**src/rtl/arbiter_pkg.sv**
```systemverilog
`default_nettype none
// +----------------------------------------------------------------------+
// | Module   : arbiter_pkg                                               |
// | Purpose  : Shared state encoding and pointer helper for the arbiter  |
// | Revision : 1.0                                                       |
// +----------------------------------------------------------------------+
package arbiter_pkg;

   typedef enum logic [0:0] {
      IDLE  = 1'b0,
      GRANT = 1'b1
   } arb_state_t;

   // Explicit wrap so a non-power-of-2 requester count never yields an index >= width.
   function automatic logic [31:0] rr_next_ptr(input logic [31:0] idx, input logic [31:0] width);
      return (idx == width - 32'd1) ? 32'd0 : idx + 32'd1;
   endfunction

endpackage
`default_nettype wire

```
**src/rtl/priority_encoder_base.sv**
```systemverilog
`default_nettype none
// +----------------------------------------------------------------------+
// | Module   : priority_encoder_base                                     |
// | Purpose  : Lowest-set-bit priority encoder, index plus valid flag     |
// | Revision : 1.0                                                       |
// +----------------------------------------------------------------------+
module priority_encoder_base #(
   parameter  int WIDTH          = 32,
   parameter  int IMPLEMENTATION = 0,
   localparam int WIDTH_LOG      = $clog2(WIDTH)
) (
   input  logic [WIDTH-1:0]     enc_in,
   output logic [WIDTH_LOG-1:0] enc_idx,
   output logic                 enc_vld
);

   assign enc_vld = |enc_in;

   generate
      if (IMPLEMENTATION == 1) begin : g_lsb
         // Isolate the lowest set bit, then OR together the indices of the single hot bit.
         logic [WIDTH-1:0] w_lsb;
         assign w_lsb = enc_in & (~enc_in + WIDTH'(1));
         always_comb begin
            enc_idx = '0;
            for (int i = 0; i < WIDTH; i++) begin
               if (w_lsb[i]) enc_idx = enc_idx | i[WIDTH_LOG-1:0];
            end
         end
      end else begin : g_loop
         always_comb begin
            enc_idx = '0;
            for (int i = WIDTH - 1; i >= 0; i--) begin
               if (enc_in[i]) enc_idx = i[WIDTH_LOG-1:0];
            end
         end
      end
   endgenerate

endmodule
`default_nettype wire

```
**src/rtl/arbiter_round_robin.sv**
```systemverilog
`default_nettype none
// +----------------------------------------------------------------------+
// | Module   : arbiter_round_robin                                       |
// | Purpose  : Registered round-robin arbiter with valid/ready grant     |
// | Revision : 1.0                                                       |
// +----------------------------------------------------------------------+
module arbiter_round_robin
   import arbiter_pkg::*;
#(
   parameter  int WIDTH     = 32,
   parameter  int ENC_IMPL  = 0,
   localparam int WIDTH_LOG = $clog2(WIDTH)
) (
   input  logic                 clk,
   input  logic                 rst,
   input  logic [WIDTH-1:0]     req,
   output logic                 gnt_vld,
   input  logic                 gnt_rdy,
   output logic [WIDTH_LOG-1:0] gnt_idx,
   output logic [WIDTH-1:0]     gnt_oh
);

   arb_state_t           r_state;
   logic [WIDTH_LOG-1:0] r_ptr;
   logic                 r_gnt_vld;
   logic [WIDTH_LOG-1:0] r_gnt_idx;
   logic [WIDTH-1:0]     r_gnt_oh;

   logic                 w_xfer;
   logic [WIDTH_LOG-1:0] w_ptr_nxt;
   logic [WIDTH_LOG-1:0] w_ptr_eff;
   logic [WIDTH-1:0]     w_mreq;
   logic [WIDTH_LOG-1:0] w_midx;
   logic [WIDTH_LOG-1:0] w_uidx;
   logic                 w_mvld;
   logic                 w_uvld;
   logic [WIDTH_LOG-1:0] w_win;

   assign w_xfer    = r_gnt_vld & gnt_rdy;
   assign w_ptr_nxt = WIDTH_LOG'(rr_next_ptr(32'(r_gnt_idx), 32'(WIDTH)));
   // In a transfer cycle the search already starts just above the departing winner.
   assign w_ptr_eff = w_xfer ? w_ptr_nxt : r_ptr;
   assign w_mreq    = req & ~((WIDTH'(1) << w_ptr_eff) - WIDTH'(1));

   priority_encoder_base #(.WIDTH(WIDTH), .IMPLEMENTATION(ENC_IMPL)) u_enc_masked (
      .enc_in  (w_mreq),
      .enc_idx (w_midx),
      .enc_vld (w_mvld)
   );

   priority_encoder_base #(.WIDTH(WIDTH), .IMPLEMENTATION(ENC_IMPL)) u_enc_unmasked (
      .enc_in  (req),
      .enc_idx (w_uidx),
      .enc_vld (w_uvld)
   );

   assign w_win = w_mvld ? w_midx : w_uidx;

   always_ff @(posedge clk) begin
      if (rst) begin
         r_state   <= IDLE;
         r_ptr     <= '0;
         r_gnt_vld <= 1'b0;
         r_gnt_idx <= '0;
         r_gnt_oh  <= '0;
      end else begin
         if (w_xfer) r_ptr <= w_ptr_nxt;
         case (r_state)
            IDLE: begin
               if (w_uvld) begin
                  r_state   <= GRANT;
                  r_gnt_vld <= 1'b1;
                  r_gnt_idx <= w_win;
                  r_gnt_oh  <= WIDTH'(1) << w_win;
               end
            end
            GRANT: begin
               if (gnt_rdy) begin
                  if (w_uvld) begin
                     r_gnt_idx <= w_win;
                     r_gnt_oh  <= WIDTH'(1) << w_win;
                  end else begin
                     r_state   <= IDLE;
                     r_gnt_vld <= 1'b0;
                     r_gnt_oh  <= '0;
                  end
               end
            end
            default: r_state <= IDLE;
         endcase
      end
   end

   assign gnt_vld = r_gnt_vld;
   assign gnt_idx = r_gnt_idx;
   assign gnt_oh  = r_gnt_oh;

`ifndef SYNTHESIS
   a_onehot: assert property (@(posedge clk) (!rst && r_gnt_vld) |-> $onehot(r_gnt_oh));
   a_hold:   assert property (@(posedge clk) (!rst && r_gnt_vld && !gnt_rdy) |=> (r_gnt_idx == $past(r_gnt_idx)));
   a_range:  assert property (@(posedge clk) (32'(r_gnt_idx) < 32'(WIDTH)));
   a_no_x:   assert property (@(posedge clk) !rst |-> !$isunknown({req, gnt_rdy}));
`endif

endmodule
`default_nettype wire

```
**config.mk**
```make
export PLATFORM = sky130hd
export DESIGN_NAME = arbiter_round_robin
export DESIGN_NICKNAME = d
export VERILOG_FILES = /design/src/rtl/arbiter_pkg.sv /design/src/rtl/priority_encoder_base.sv /design/src/rtl/arbiter_round_robin.sv
export SDC_FILE = /design/constraint.sdc
export NUM_CORES = 1
export LEC_CHECK = 0
export CAP_MARGIN = 20
export CORE_AREA = 4 4 98 100
export CTS_CLUSTER_DIAMETER = 200
export DETAILED_ROUTE_END_ITERATION = 10
export DIE_AREA = 0 0 102 104
export MAX_ROUTING_LAYER = met4
export PLACE_DENSITY = 0.66
export SETUP_SLACK_MARGIN = 0.05
export SLEW_MARGIN = 10
export SYNTH_ARGS = -nofsm -noshare
export SYNTH_HDL_FRONTEND = slang
export SYNTH_SLANG_ARGS = --single-unit
```
**constraint.sdc**
```tcl
create_clock -name clk -period 6.4 [get_ports clk]
set_input_delay 0.64 -clock clk [delete_from_list [all_inputs] [get_ports clk]]
set_output_delay 0.64 -clock clk [all_outputs]
set_load 0.01 [all_outputs]
```
# Word level (Yosys, flattened, before mapping)
# Cells that the tools add are included.
[word_totals]
input_bits = 35
reg_bits = 44
word_cells = 102
output_inout_bits = 38
[classes]
n_mux = 81
n_shift = 2
addsub = 2
reduce_logical = 4
bitwise = 4
eq_ne = 4
[op_table]
columns = ["cell", "count"]
rows = [
  ["$mux W5", 69],
  ["$mux W32", 3],
  ["$pmux W32 S2", 1],
  ["$reduce_or A32 Y1", 2],
  ["$shl A1 B5 Y32 const A", 2],
  ["$and A32 B32 Y32", 1],
  ["$not A32 Y32", 1],
  ["$sub A32 B1 Y32 const B", 1],
  ["$pmux W5 S2", 1],
  ["$add A5 B1 Y5 const B", 1],
  ["$eq A5 B5 Y1 const B", 1],
  ["$mux W1", 5],
  ["$ne A2 B2 Y1 const B", 2],
  ["$pmux W1 S2", 2],
  ["$reduce_and A3 Y1", 1],
  ["$ne A2 B1 Y1 const B", 1],
  ["$reduce_and A2 Y1", 1],
  ["$and A1 B1 Y1", 1],
  ["$not A1 Y1", 1],
]

# Longest topological paths before layout
# Gate-level depths: netlist of run 1.
[logic_depth]
word_depth = 44
mapped_depth = 20
depth_no_buf = 19

# Cells and area by module
# A second synthesis of run 1 with hierarchy kept.
[unflattened]
hier_cells = 501
area_unflattened_um2 = 3636.0
[by_module_without_submodules]
columns = ["mod", "cells_each", "seq_area_each_um2", "area_each_um2", "instances"]
rows = [
  ["arbiter_round_robin", 371, 880.8, 2865.2, 1],
  ["priority_encoder_base", 65, 0.0, 385.4, 2],
]

# Least setup slack after synthesis of run 1
# No wires, ideal clock.
[synth_path]
path_kind = "register -> register"
startpoint = "reg r_gnt_idx[0], in the netlist gnt_idx[0]"
endpoint = "reg r_gnt_oh[13], in the netlist gnt_oh[13]"
arrival_time_ps = 4984
path_slack_ps = 1289
path_stages_with_launch = 20
period_less_slack_ps = 5111
t_required_ps = 6272
setup_ps = 128
cell_sequence = "dfxtp_1 ha_1 and3_1 ha_1 and4bb_1 nor2_1 and2_1 inv_1 ha_1 or3b_1 o22a_1 o32a_1 o21ai_1 o21ai_0 or4b_4 nor4_4 o21ai_2 a22oi_2 buf_2 o31ai_1"
[synth_via]
elab_chain_cells = 44
word_cells_on_any_way = 47
cone_classes = "add/sub (2); eq/ne (1); shift (2); mux (39); bitwise (2); reduce/logical (1)"
[synth_rtl]
columns = ["element", "line_no", "rtl"]
rows = [
  ["start: declaration", "arbiter_round_robin.sv:26", "logic [WIDTH_LOG-1:0] r_gnt_idx;"],
  ["start signal: assignment", "arbiter_round_robin.sv:73", "r_gnt_idx <= w_win;"],
  ["start signal: assignment", "arbiter_round_robin.sv:80", "r_gnt_idx <= w_win;"],
  ["$add A5 B1 Y5 or $eq A5 B5 Y1 (tied branches)", "arbiter_pkg.sv:16", "return (idx == width - 32'd1) ? 32'd0 : idx + 32'd1;"],
  ["$mux W5 *", "arbiter_pkg.sv:16", ""],
  ["$mux W5 *", "n/a", ""],
  ["$shl A1 B5 Y32 *", "arbiter_round_robin.sv:43", "assign w_mreq = req & ~((WIDTH'(1) << w_ptr_eff) - WIDTH'(1));"],
  ["$sub A32 B1 Y32 *", "arbiter_round_robin.sv:43", ""],
  ["$not A32 Y32 *", "arbiter_round_robin.sv:43", ""],
  ["$and A32 B32 Y32 *", "arbiter_round_robin.sv:43", ""],
  ["$mux W5 (32 in series)", "priority_encoder_base.sv:34", "if (enc_in[i]) enc_idx = i[WIDTH_LOG-1:0];"],
  ["$mux W5 *", "arbiter_round_robin.sv:57", "assign w_win = w_mvld ? w_midx : w_uidx;"],
  ["$shl A1 B5 Y32 *", "arbiter_round_robin.sv:74, arbiter_round_robin.sv:81", ""],
  ["$mux W32", "arbiter_round_robin.sv:79", "if (w_uvld) begin"],
  ["$mux W32", "arbiter_round_robin.sv:78", "if (gnt_rdy) begin"],
  ["$pmux W32 S2 *", "arbiter_round_robin.sv:68", "case (r_state)"],
  ["end signal: assignment", "arbiter_round_robin.sv:74", "r_gnt_oh <= WIDTH'(1) << w_win;"],
  ["end signal: assignment", "arbiter_round_robin.sv:81", "r_gnt_oh <= WIDTH'(1) << w_win;"],
  ["end: declaration", "arbiter_round_robin.sv:27", "logic [WIDTH-1:0] r_gnt_oh;"],
]
# Mark *: on every way between the ends. The rest lies on a longest branch, timed or not. The select of a mux whose other input is x is not followed.
# A chain may end at the register's enable or synchronous reset.

# Worst setup path in the final report of run 1
[layout_path]
startpoint = "reg r_gnt_idx[1], in the netlist gnt_idx[1]"
endpoint = "reg r_gnt_oh[21], in the netlist gnt_oh[21]"
# Same word-level chain as after synthesis.

==> metrics.md, run 1 <==
| Metric | Value |
|---|---|
| Layout cells sized above 1 | `0.0956` |
| Fin cells | `673` |
| Setup violations, final | `0` |
| Crit path from | `gnt_idx[1]` |
| First-pass GRT wire length | `23800 um` |
| Reg2Reg Launch Point | `gnt_idx[1]` |
| Max Root-Sink Buffers | `2` |
| Slew at the pin closest to its max-slew limit | `0.892 ns` |
| WHS Endpoint | `gnt_oh[27]` |
| Post-detail-place hpwl | `12000 um` |
| Post-synth ARST share | `0` |
| # DRC | `0` |
| Drt total wl | `15000 um` |
| DRT iter0 DRCs | `467` |
| Worst vdd ir | `113 uV` |
| RSZ-0062 raised after global routing | `no` |
| Overall Global Routing Usage | `0.287` |
| Hold Crit Class | `reg2reg` |
| Top post-synthesis cells by count | `dfxtp_1 (44), nand2_1 (44), nor2_1 (43), o21ai_0 (25), nor3_1 (24)` |
| Die footprint | `0.0106 mm2` |
| Initial antenna violation count | `0` |
| Reg2reg end | `gnt_oh[21]` |
| Vias in the first global route | `4327` |
| Max Cap Viol | `0` |
| Mean area per synthesized cell | `7.67 um2` |
| Max Slew Vio Count | `0` |
| Pwr per Cell Area | `179 mW/mm2` |
| Synth warn | `0` |
| Grt ovf | `0` |
| Hold Crit Depth | `2` |
| Clock Tree Root | `clkbuf_8` |
| Ys flop type | `dfxtp_1` |
| Setup crit end kind | `flip-flop` |
| CORE AREA | `0.00868 mm2` |
| CP Class | `reg2reg` |
| CTS tree | `done` |
| Clk sink count | `44` |
| DRT antenna net count | `0` |
| Yosys top cell by area | `dfxtp_1` |
| Post-synthesis sequential area ratio | `0.228` |
| Cts hold-fix bufs | `0` |
| Syn Inst Count | `503` |
| Fill cells | `843` |
| DR vias | `4564` |
| Placed Instances | `665` |
| Die width | `102 um` |
| Area share of the leading cell type in the synthesized netlist | `0.228` |
| Clock-pin slew of the registers on the worst-case setup and hold paths | `0.08 ns` |
| Final period utilization | `0.929` |
| Antenna fix cells | `0` |
| Max-slew headroom | `0.405` |
| Post-synth EDFFs | `0` |
| Critical path peak fanout | `8` |
| Wire per inst | `22.4 um` |
| Synthesis-stage register bit count | `44` |
| Achievable Freq | `168 MHz` |
| IO buf count | `72` |
| FF/Latch Area | `881 um2` |
| Area delta synth->final | `24.9%` |
| Worst clock skew | `0.00683 ns` |
| Gpl congestion | `1.00` |
| DR vias/cell | `6.78` |
| Worst path arrival time | `6.15 ns` |
| Die height | `104 um` |
| Crit path time final | `5.95 ns` |
| Final #Nets | `602` |
| Mapped Nets | `541` |
| Setup TNS | `0 ns` |
| CTS H-tree depth | `2` |
| Ports | `73` |
| R2R Setup Slk | `0.45 ns` |
| P_leak | `1.67 nW` |
| Critical Path RT | `6.60 ns` |
| Initial Util | `0.445` |
| Post-synth cell types | `96` |
| Cell Area, Synth | `0.00386 mm2` |
| Largest net degree at the start of global routing | `28` |
| Status | `complete, no violations` |
| Worst setup SP type | `flip-flop` |
| Hold Fails Final Rpt | `0` |
| Area contributors post-synth | `dfxtp_1 (23%), nand2_1 (4.3%), nor2_1 (4.2%)` |
| Hold Crit Start | `gnt_oh[27]` |
| Drt first pass iters | `5` |
| Worst Reg-to-Reg Cells | `18` |
| Site Rows | `34` |
| CTS buffer count | `5` |
| Worst-skew pair later-pin latency | `0.29 ns` |
| Multi-input gate area | `0.00280 mm2` |
==> worst max-delay path by stage <==
stage and endpoint:
6_report gnt_oh[21], 5_1_grt gnt_oh[20], 3_5_place_dp gnt_oh[21], 4_1_cts gnt_oh[21], 3_3_place_gp gnt_oh[13], 2_1_floorplan gnt_oh[13]
==> layer usage <==
metal | GRT usage | wire length [um] | up-vias
met3 | 0.0557 | 1330 | 43
met5 | - | 0 | -
met2 | 0.424 | 6560 | 265
met4 | 0.0862 | 500 | 0
met1 | 0.393 | 6650 | 2137
li1 | - | - | 2119
==> timing repair <==
item	in CTS	in global routing
gates resized for setup	0	3
buffers inserted	0	0
endpoints found under the setup margin	0	29
==> cells in the final DEF (no fill, tap or decap), drive strengths merged, types with 6 or more instances in the layout <==
cell / n
a211oi: 12
a21boi: 6
a21oi: 21
a31oi: 10
a32o: 13
and2: 8
and3: 9
buf: 11
clkbuf: 6
clkdlybuf4s50: 72
dfxtp: 44
inv: 14
nand2: 44
nand2b: 9
nand3: 11
nand4: 6
nor2: 43
nor3: 25
nor3b: 6
nor4: 6
o211ai: 7
o21ai: 32
o21bai: 6
o221ai: 6
o22ai: 7
o31ai: 23
==> worst max-delay path, stage by stage (launching register included) <==
cell and delay [ns]:
dfxtp_1 0.46, ha_1 0.36, and3_1 0.19, ha_1 0.32
nor4bb_1 0.38, a31o_2 0.26, and2_1 0.23, inv_1 0.07
ha_1 0.29, or3b_1 0.40, o22a_1 0.26, o32a_1 0.32
o21ai_1 0.26, o21ai_0 0.21, or4b_4 0.56, o41ai_1 0.38
o211a_2 0.35, nand2_1 0.24, o31ai_1 0.30
==> final cells by class <==
type                            instances  share of cell area
Multi-Input combinational cell        415               0.582
Sequential cell                        44               0.183
Timing Repair Buffer                   83               0.171
Tap cell                              108              0.0280
Clock buffer                            6              0.0171
Inverter                               15              0.0117
Clock inverter                          2             0.00805
==> flip-flops by register name, summed over array words and instances, names as in the netlist <==
signal   cells
gnt_idx      5
gnt_oh      32
gnt_vld      1
r_ptr        5
r_state      1
==> cells by family after synthesis <==
family          after synthesis  synth area share
buf+inv                      44            0.0503
simple gates                201             0.287
fa+ha+maj                     3           0.00973
compound gates              203             0.402
flops                        44             0.228
mux                           5            0.0146
xor+xnor                      3           0.00876
==> metrics by stage <==
step,hold WS [ns],setup WS (ns),util,total power [mW],area (um2)
after CTS,0.457,0.217,0.553,0.855,4800
after global routing,0.475,0.104,0.555,0.902,4820
after global placement,0.435,0.336,0.536,0.630,4650
final,0.454,0.454,0.555,0.861,4820
after detailed placement,0.438,0.126,0.540,0.633,4680
after floorplan,0.472,1.29,-,0.509,3860
==> power by group <==
group / total, mW / switching, mW / leakage, nW / internal [mW]
clock: 0.222 / 0.0941 / 0.0614 / 0.128
sequential: 0.294 / 0.0119 / 0.356 / 0.282
combinational: 0.345 / 0.214 / 1.26 / 0.131
total: 0.861 / 0.320 / 1.67 / 0.541
No activity file was read; power rests on OpenSTA's default activity.
==> inputs of run 2 (changes only) <==
- CELL_PAD_IN_SITES_DETAIL_PLACEMENT: not set -> 0
- CELL_PAD_IN_SITES_GLOBAL_PLACEMENT: not set -> 1
- CORE_AREA: 4 4 98 100 -> 4 4 105 107
- DIE_AREA: 0 0 102 104 -> 0 0 109 111
- GPL_ROUTABILITY_DRIVEN: not set -> 0
- PLACE_DENSITY: 0.66 -> 0.77
==> metrics.md, run 2 (synthesis gave the netlist of run 1 again) <==
| Metric | Value |
|---|---|
| Placed Area | `0.00469 mm2 (+0.16%)` |
| Worst Reg-to-Reg Cells | `19 (+1)` |
| Area delta synth->final | `25.0%` |
| Die footprint | `0.0121 mm2 (+14%)` |
| Status | `complete, no violations` |
| Initial antenna violation count | `0 (unchanged)` |
| Post-detail-place hpwl | `11200 um (-6.2%)` |
| Comb power frac | `0.396 (-0.004)` |
| Setup TNS | `0 ns (unchanged)` |
| Antenna fix cells | `0 (unchanged)` |
| Wire per inst | `20.4 um (-8.7%)` |
| Max-slew headroom | `0.349 (-0.0563)` |
| Reg2Reg Launch Point | `gnt_idx[0]` |
| Final period utilization | `0.928 (about the same)` |
| CTS buffer count | `5 (unchanged)` |
| Worst vdd ir | `99.9 uV (-12%)` |
| CTS H-tree depth | `2 (unchanged)` |
| Crit path time final | `5.94 ns (-0.00498 ns)` |
| CORE AREA | `0.0101 mm2 (+17%)` |
| Die width | `109 um (+6.9%)` |
| CTS tree | `done` |
| Drt first pass iters | `5 (unchanged)` |
| Final Power | `0.855 mW (-0.70%)` |
| Design Area, Final | `0.00482 mm2 (+0.10%)` |
| Most frequent cells in the layout | `clkdlybuf4s50_1 (72), nand2_1 (44), dfxtp_1 (44)` |
| Fin cells | `699 (+3.9%)` |
| Clock share of power | `0.258 (about the same)` |
| Critical path peak fanout | `8 (unchanged)` |
| Site Rows | `37 (+8.8%)` |
| Max Cap Viol | `0 (unchanged)` |
| Placed Instances | `691 (+3.9%)` |
| Setup violations, final | `0 (unchanged)` |
| Drt total wl | `14300 um (-5.2%)` |
| Pwr per Cell Area | `177 mW/mm2 (-0.81%)` |
| Hold Fails Final Rpt | `0 (unchanged)` |
| Internal | `0.541 mW (+0.10%)` |
| Worst setup SP type | `flip-flop` |
| Hold Crit Start | `gnt_oh[4]` |
| Worst clock skew | `0.00838 ns (+0.00154 ns)` |
| P_leak | `1.66 nW (-1.1%)` |
| Worst path arrival time | `6.14 ns (about the same)` |
| Sw Ratio | `0.366 (-0.00510)` |
| IO buf count | `72 (unchanged)` |
| Grt ovf | `0 (unchanged)` |
| Share of power burned in registers | `0.346 (+0.004)` |
| Max Root-Sink Buffers | `2 (unchanged)` |
| Largest net degree at the start of global routing | `28 (unchanged)` |
| Die height | `111 um (+6.7%)` |
| Clk sink count | `44 (unchanged)` |
| R2R Setup Slk | `0.46 ns (about the same)` |
| RSZ-0062 raised after global routing | `no` |
| CP Class | `reg2reg` |
| Clock-pin slew of the registers on the worst-case setup and hold paths | `0.08 ns (about the same)` |
| Worst-skew pair later-pin latency | `0.29 ns (about the same)` |
| Layout cells sized above 1 | `0.0924 (-0.00321)` |
| NetSw | `0.313 mW (-2.1%)` |
| DRT iter0 DRCs | `585 (+25%)` |
| Final #Nets | `600 (-0.33%)` |
| Achievable Freq | `168 MHz (about the same)` |
| Max Slew Vio Count | `0 (unchanged)` |
| DR vias | `4519 (-0.99%)` |
| Most common cell after layout, fill and taps aside | `clkdlybuf4s50_1` |
| Layout Utilization | `0.476 (-0.0795)` |
| First-pass GRT wire length | `22700 um (-4.3%)` |
| Hold Crit Depth | `2 (unchanged)` |
| # DRC | `0 (unchanged)` |
| Hold Crit Class | `reg2reg` |
| Post-CTS setup buffers | `0 (unchanged)` |
| Fill cells | `1031 (+22%)` |
| Hold WS | `0.456 ns (+0.00147 ns)` |
| Largest register FFs | `32 (unchanged)` |
| Slew at the pin closest to its max-slew limit | `0.966 ns (+0.0742 ns)` |
| Reg2reg end | `gnt_oh[30]` |
| Overall Global Routing Usage | `0.242 (-0.0448)` |
| Initial Util | `0.381 (-0.0640)` |
| Vias in the first global route | `4269 (-1.3%)` |
| Setup crit end kind | `flip-flop` |
| Ports | `73 (unchanged)` |
| Post-route setup slack | `0.459 ns (+0.00498 ns)` |
| WHS Endpoint | `gnt_oh[4]` |
| Clock Tree Root | `clkbuf_8` |
| DR vias/cell | `6.46 (-4.7%)` |
| Dpl ws | `0.0928 ns (-0.0330 ns)` |
| DRT antenna net count | `0 (unchanged)` |
| Critical Path RT | `6.60 ns (about the same)` |
==> run 2: worst max path at each step <==
stage               startpoint    endpoint  slack (ns)
CTS                 gnt_idx[0]  gnt_oh[20]         0.1
global placement       gnt_rdy  gnt_oh[21]        0.18
floorplan           gnt_idx[0]  gnt_oh[13]        1.29
global route        gnt_idx[0]  gnt_oh[21]        0.10
finish              gnt_idx[0]  gnt_oh[30]        0.46
detailed placement     gnt_rdy  gnt_oh[20]        0.09
==> run 2: worst max-delay path: stages, from the launching register on <==
cell and delay, ns:
dfxtp_1 0.49, ha_2 0.32, and3_1 0.17, ha_1 0.32
nor4bb_2 0.41, a31o_2 0.30, and2_1 0.23, inv_1 0.09
ha_1 0.24, a2111o_1 0.38, o31ai_1 0.07, buf_4 0.18
nand4_1 0.10, o2111a_1 0.24, nor3_2 0.25, or4b_4 0.53
a311oi_1 0.62, nor3b_2 0.35, nand2b_1 0.26, o31ai_1 0.27
==> run 2: what timing repair did <==
item	4_1_cts	5_1_grt
endpoints found under the hold margin	0	0
gates resized for setup	0	2
setup endpoints to repair	0	18
hold buffers	0	0
==> run 2: final cells by class <==
| type | instances | area [um2] | area share |
|---|---|---|---|
| Multi-Input combinational cell | 415 | 2800 | 0.580 |
| Sequential cell | 44 | 881 | 0.183 |
| Timing Repair Buffer | 81 | 796 | 0.165 |
| Tap cell | 136 | 170 | 0.0353 |
| Clock buffer | 6 | 82.6 | 0.0171 |
| Inverter | 15 | 56.3 | 0.0117 |
| Clock inverter | 2 | 38.8 | 0.00804 |
==> run 2: power groups by stage <==
stage | logic, mW | registers [mW] | clock network (mW)
after detailed placement | 0.329 | 0.302 | 0
final | 0.338 | 0.295 | 0.221
after global routing | 0.368 | 0.298 | 0.238
after global placement | 0.326 | 0.301 | 0
after CTS | 0.330 | 0.295 | 0.227
after floorplan | 0.210 | 0.299 | 0
==> run 2: layer usage <==
layer	up-vias	global-route usage	share of wire
met5	-	-	0
met4	0	0.0808	0.038
met3	54	0.0454	0.10
met2	246	0.362	0.44
met1	2111	0.326	0.42
li1	2108	-	-
==> inputs of run 3 (changes only) <==
- CORE_AREA: 4 4 105 107 -> 4 4 101 103
- DIE_AREA: 0 0 109 111 -> 0 0 105 107
- PLACE_DENSITY: 0.77 -> not set
- PLACE_DENSITY_LB_ADDON: not set -> 0.1
- clock period: 6.4 -> 6.9 ns (I/O delays scaled with it)
==> metrics.md, run 3 (synthesis gave the netlist of run 1 again) <==
| Metric | Value |
|---|---|
| R2R Setup Slk | `0.63 ns (+0.17 ns)` |
| M2 GR Usage | `0.398 (+0.0362)` |
| Setup violations, final | `0 (unchanged)` |
| P_leak | `1.67 nW (+0.87%)` |
| CP most frequent cell | `ha_1` |
| DRT iter0 DRCs | `559 (-4.4%)` |
| Post-cts sizing count | `0 (unchanged)` |
| Largest register FFs | `32 (unchanged)` |
| Max-slew headroom | `0.339 (-0.00999)` |
| CTS H-tree depth | `2 (unchanged)` |
| Post-route setup slack | `0.634 ns (+0.175 ns)` |
| Achievable Freq | `160 MHz (-5.2%)` |
| Slowest CP cell | `o31ai_1` |
| Layout cells sized above 1 | `0.0919 (-0.000490)` |
| Crit. path cell count | `20 (+1)` |
| Buf+Inv Stages, Crit Path | `3 (+1)` |
| Drt total wl | `14400 um (+1.1%)` |
| Hold WS | `0.452 ns (-0.00353 ns)` |
| RSZ-0062 raised after global routing | `no` |
| Clock-pin slew of the registers on the worst-case setup and hold paths | `0.09 ns (about the same)` |
| Final Power | `0.793 mW (-7.2%)` |
| Clock Tree Root | `clkbuf_8` |
| Clk sink count | `44 (unchanged)` |
| Status | `complete, no violations` |
| DR vias | `4514 (-0.11%)` |
| Initial Util | `0.420 (+0.0390)` |
| Critical path peak fanout | `13 (+5)` |
| Worst setup SP type | `flip-flop` |
| Hold Fails Final Rpt | `0 (unchanged)` |
| Most frequent cells in the layout | `clkdlybuf4s50_1 (72), nand2_1 (44), dfxtp_1 (44)` |
| DRT antenna net count | `0 (unchanged)` |
| Final period utilization | `0.908 (-0.0201)` |
| Hold Crit Depth | `2 (unchanged)` |
| Max Cap Viol | `0 (unchanged)` |
| First-pass GRT wire length | `22600 um (-0.61%)` |
| Ports | `73 (unchanged)` |
| Worst path arrival time | `6.47 ns (+0.33 ns)` |
| Vias in the first global route | `4240 (-0.68%)` |
| Dpl ws | `0.445 ns (+0.352 ns)` |
| Worst Reg-to-Reg Cells | `20 (+1)` |
| Worst-skew pair later-pin latency | `0.30 ns (about the same)` |
| WHS Endpoint | `gnt_oh[21]` |
| # DRC | `0 (unchanged)` |
| Post-CTS setup buffers | `0 (unchanged)` |
| Critical Path RT | `7.10 ns (+0.50 ns)` |
| Drt first pass iters | `5 (unchanged)` |
| Most common cell after layout, fill and taps aside | `clkdlybuf4s50_1` |
| Die width | `105 um (-3.7%)` |
| Reg2reg end | `gnt_oh[31]` |
| Die footprint | `0.0112 mm2 (-7.1%)` |
| Final #Nets | `603 (+0.50%)` |
| CP Class | `reg2reg` |
| Initial antenna violation count | `0 (unchanged)` |
| DR vias/cell | `6.67 (+3.1%)` |
| CP max stage delay | `0.55 ns (-0.07 ns)` |
| CP Cell Sequence | `buf_4 > ha_1 > and3_1 > ha_1 > nor4bb_1 > a31o_2 > and2_1 > inv_1 > ha_1 > o21bai_1 > o31ai_1 > nand4_1 > o2111a_1 > nor3_2 > or4b_4 > a311oi_1 > buf_4 > nor3b_2 > nand2b_1 > o31ai_1` |
| Setup crit end kind | `flip-flop` |
| Worst vdd ir | `93.3 uV (-6.6%)` |
| Reg2Reg Launch Point | `gnt_idx[0]` |
| Max Root-Sink Buffers | `2 (unchanged)` |
| CORE AREA | `0.00920 mm2 (-9.3%)` |
| Most crowded layer after global routing | `met2` |
| Hold Crit Class | `reg2reg` |
| Hold Crit Start | `gnt_oh[21]` |
| Largest delay share family, worst path | `simple AND/OR/NAND/NOR gates` |
| Worst clock skew | `0.0123 ns (+0.00395 ns)` |
| Fill cells | `934 (-9.4%)` |
| Area delta synth->final | `24.4%` |
| Pwr per Cell Area | `165 mW/mm2 (-6.7%)` |
| Met1 Usage GRT | `0.342 (+0.0164)` |
| Antenna fix cells | `0 (unchanged)` |
| Die height | `107 um (-3.6%)` |
| Wire per inst | `21.3 um (+4.4%)` |
| Post-detail-place hpwl | `11200 um (-0.51%)` |
| Cts hold-fix bufs | `0 (unchanged)` |
| Site Rows | `35 (-5.4%)` |
| IO buf count | `72 (unchanged)` |
| Setup TNS | `0 ns (unchanged)` |
| Met3 global-route usage | `0.0470 (+0.00153)` |
| Largest net degree at the start of global routing | `28 (unchanged)` |
| CTS tree | `done` |
| Crit path time final | `6.27 ns (+0.325 ns)` |
| Max Slew Vio Count | `0 (unchanged)` |
| CTS buffer count | `5 (unchanged)` |
| Overall Global Routing Usage | `0.257 (+0.0147)` |
| Grt ovf | `0 (unchanged)` |
| Slew at the pin closest to its max-slew limit | `0.989 ns (+0.0231 ns)` |
-- run 3: changes by cell type in the layout (fill, tap and decap cells not counted) --
cell | before | now
ha_2 | 1 | 0
nor4bb_1 | 1 | 2
a211oi_1 | 10 | 11
buf_2 | 0 | 1
buf_4 | 8 | 10
nor4bb_2 | 1 | 0
a211oi_2 | 2 | 1
ha_1 | 2 | 3
-- run 3: worst min-delay path, cell delays in order, from the launching register on --
cell and delay [ns]:
dfxtp_1 0.31, nand2_1 0.05, o31ai_1 0.05
-- run 3: layer usage --
metal / wire length (um) / share of wire
met3: 1370 / 0.095
met4: 426 / 0.030
met1: 6190 / 0.43
met5: 0 / 0
met2: 6420 / 0.45
-- run 3: layout make-up --
| class | instances | area (um2) | area share |
|---|---|---|---|
| timing repair buffer | 84 | 816 | 0.170 |
| multi-input combinational | 415 | 2790 | 0.581 |
| clock buffer | 6 | 82.6 | 0.0172 |
| sequential | 44 | 881 | 0.184 |
| clock inverter | 2 | 38.8 | 0.00808 |
| inverter | 15 | 56.3 | 0.0117 |
| tap | 111 | 139 | 0.0289 |
-- run 3: worst max path at each step --
stage,startpoint,end,slack [ns]
global route,gnt_idx[1],gnt_oh[25],0.36
finish,gnt_idx[0],gnt_oh[31],0.63
CTS,gnt_idx[0],gnt_oh[4],0.53
global placement,gnt_rdy,gnt_oh[20],0.48
floorplan,gnt_idx[0],gnt_oh[13],1.79
detailed placement,gnt_rdy,gnt_oh[4],0.45
-- run 3: metrics by stage --
| step | area, um2 | instances | util |
|---|---|---|---|
| global placement | 4660 | 667 | 0.507 |
| finish | 4800 | 677 | 0.522 |
| global route | 4800 | 677 | 0.522 |
| CTS | 4790 | 676 | 0.521 |
| floorplan | 3860 | 503 | - |
| detailed placement | 4670 | 668 | 0.508 |
-- run 3: report_power, final --
part,switching (mW),internal (mW)
Combinational,0.192,0.119
Clock,0.0903,0.118
Sequential,0.0111,0.262
Total,0.293,0.500
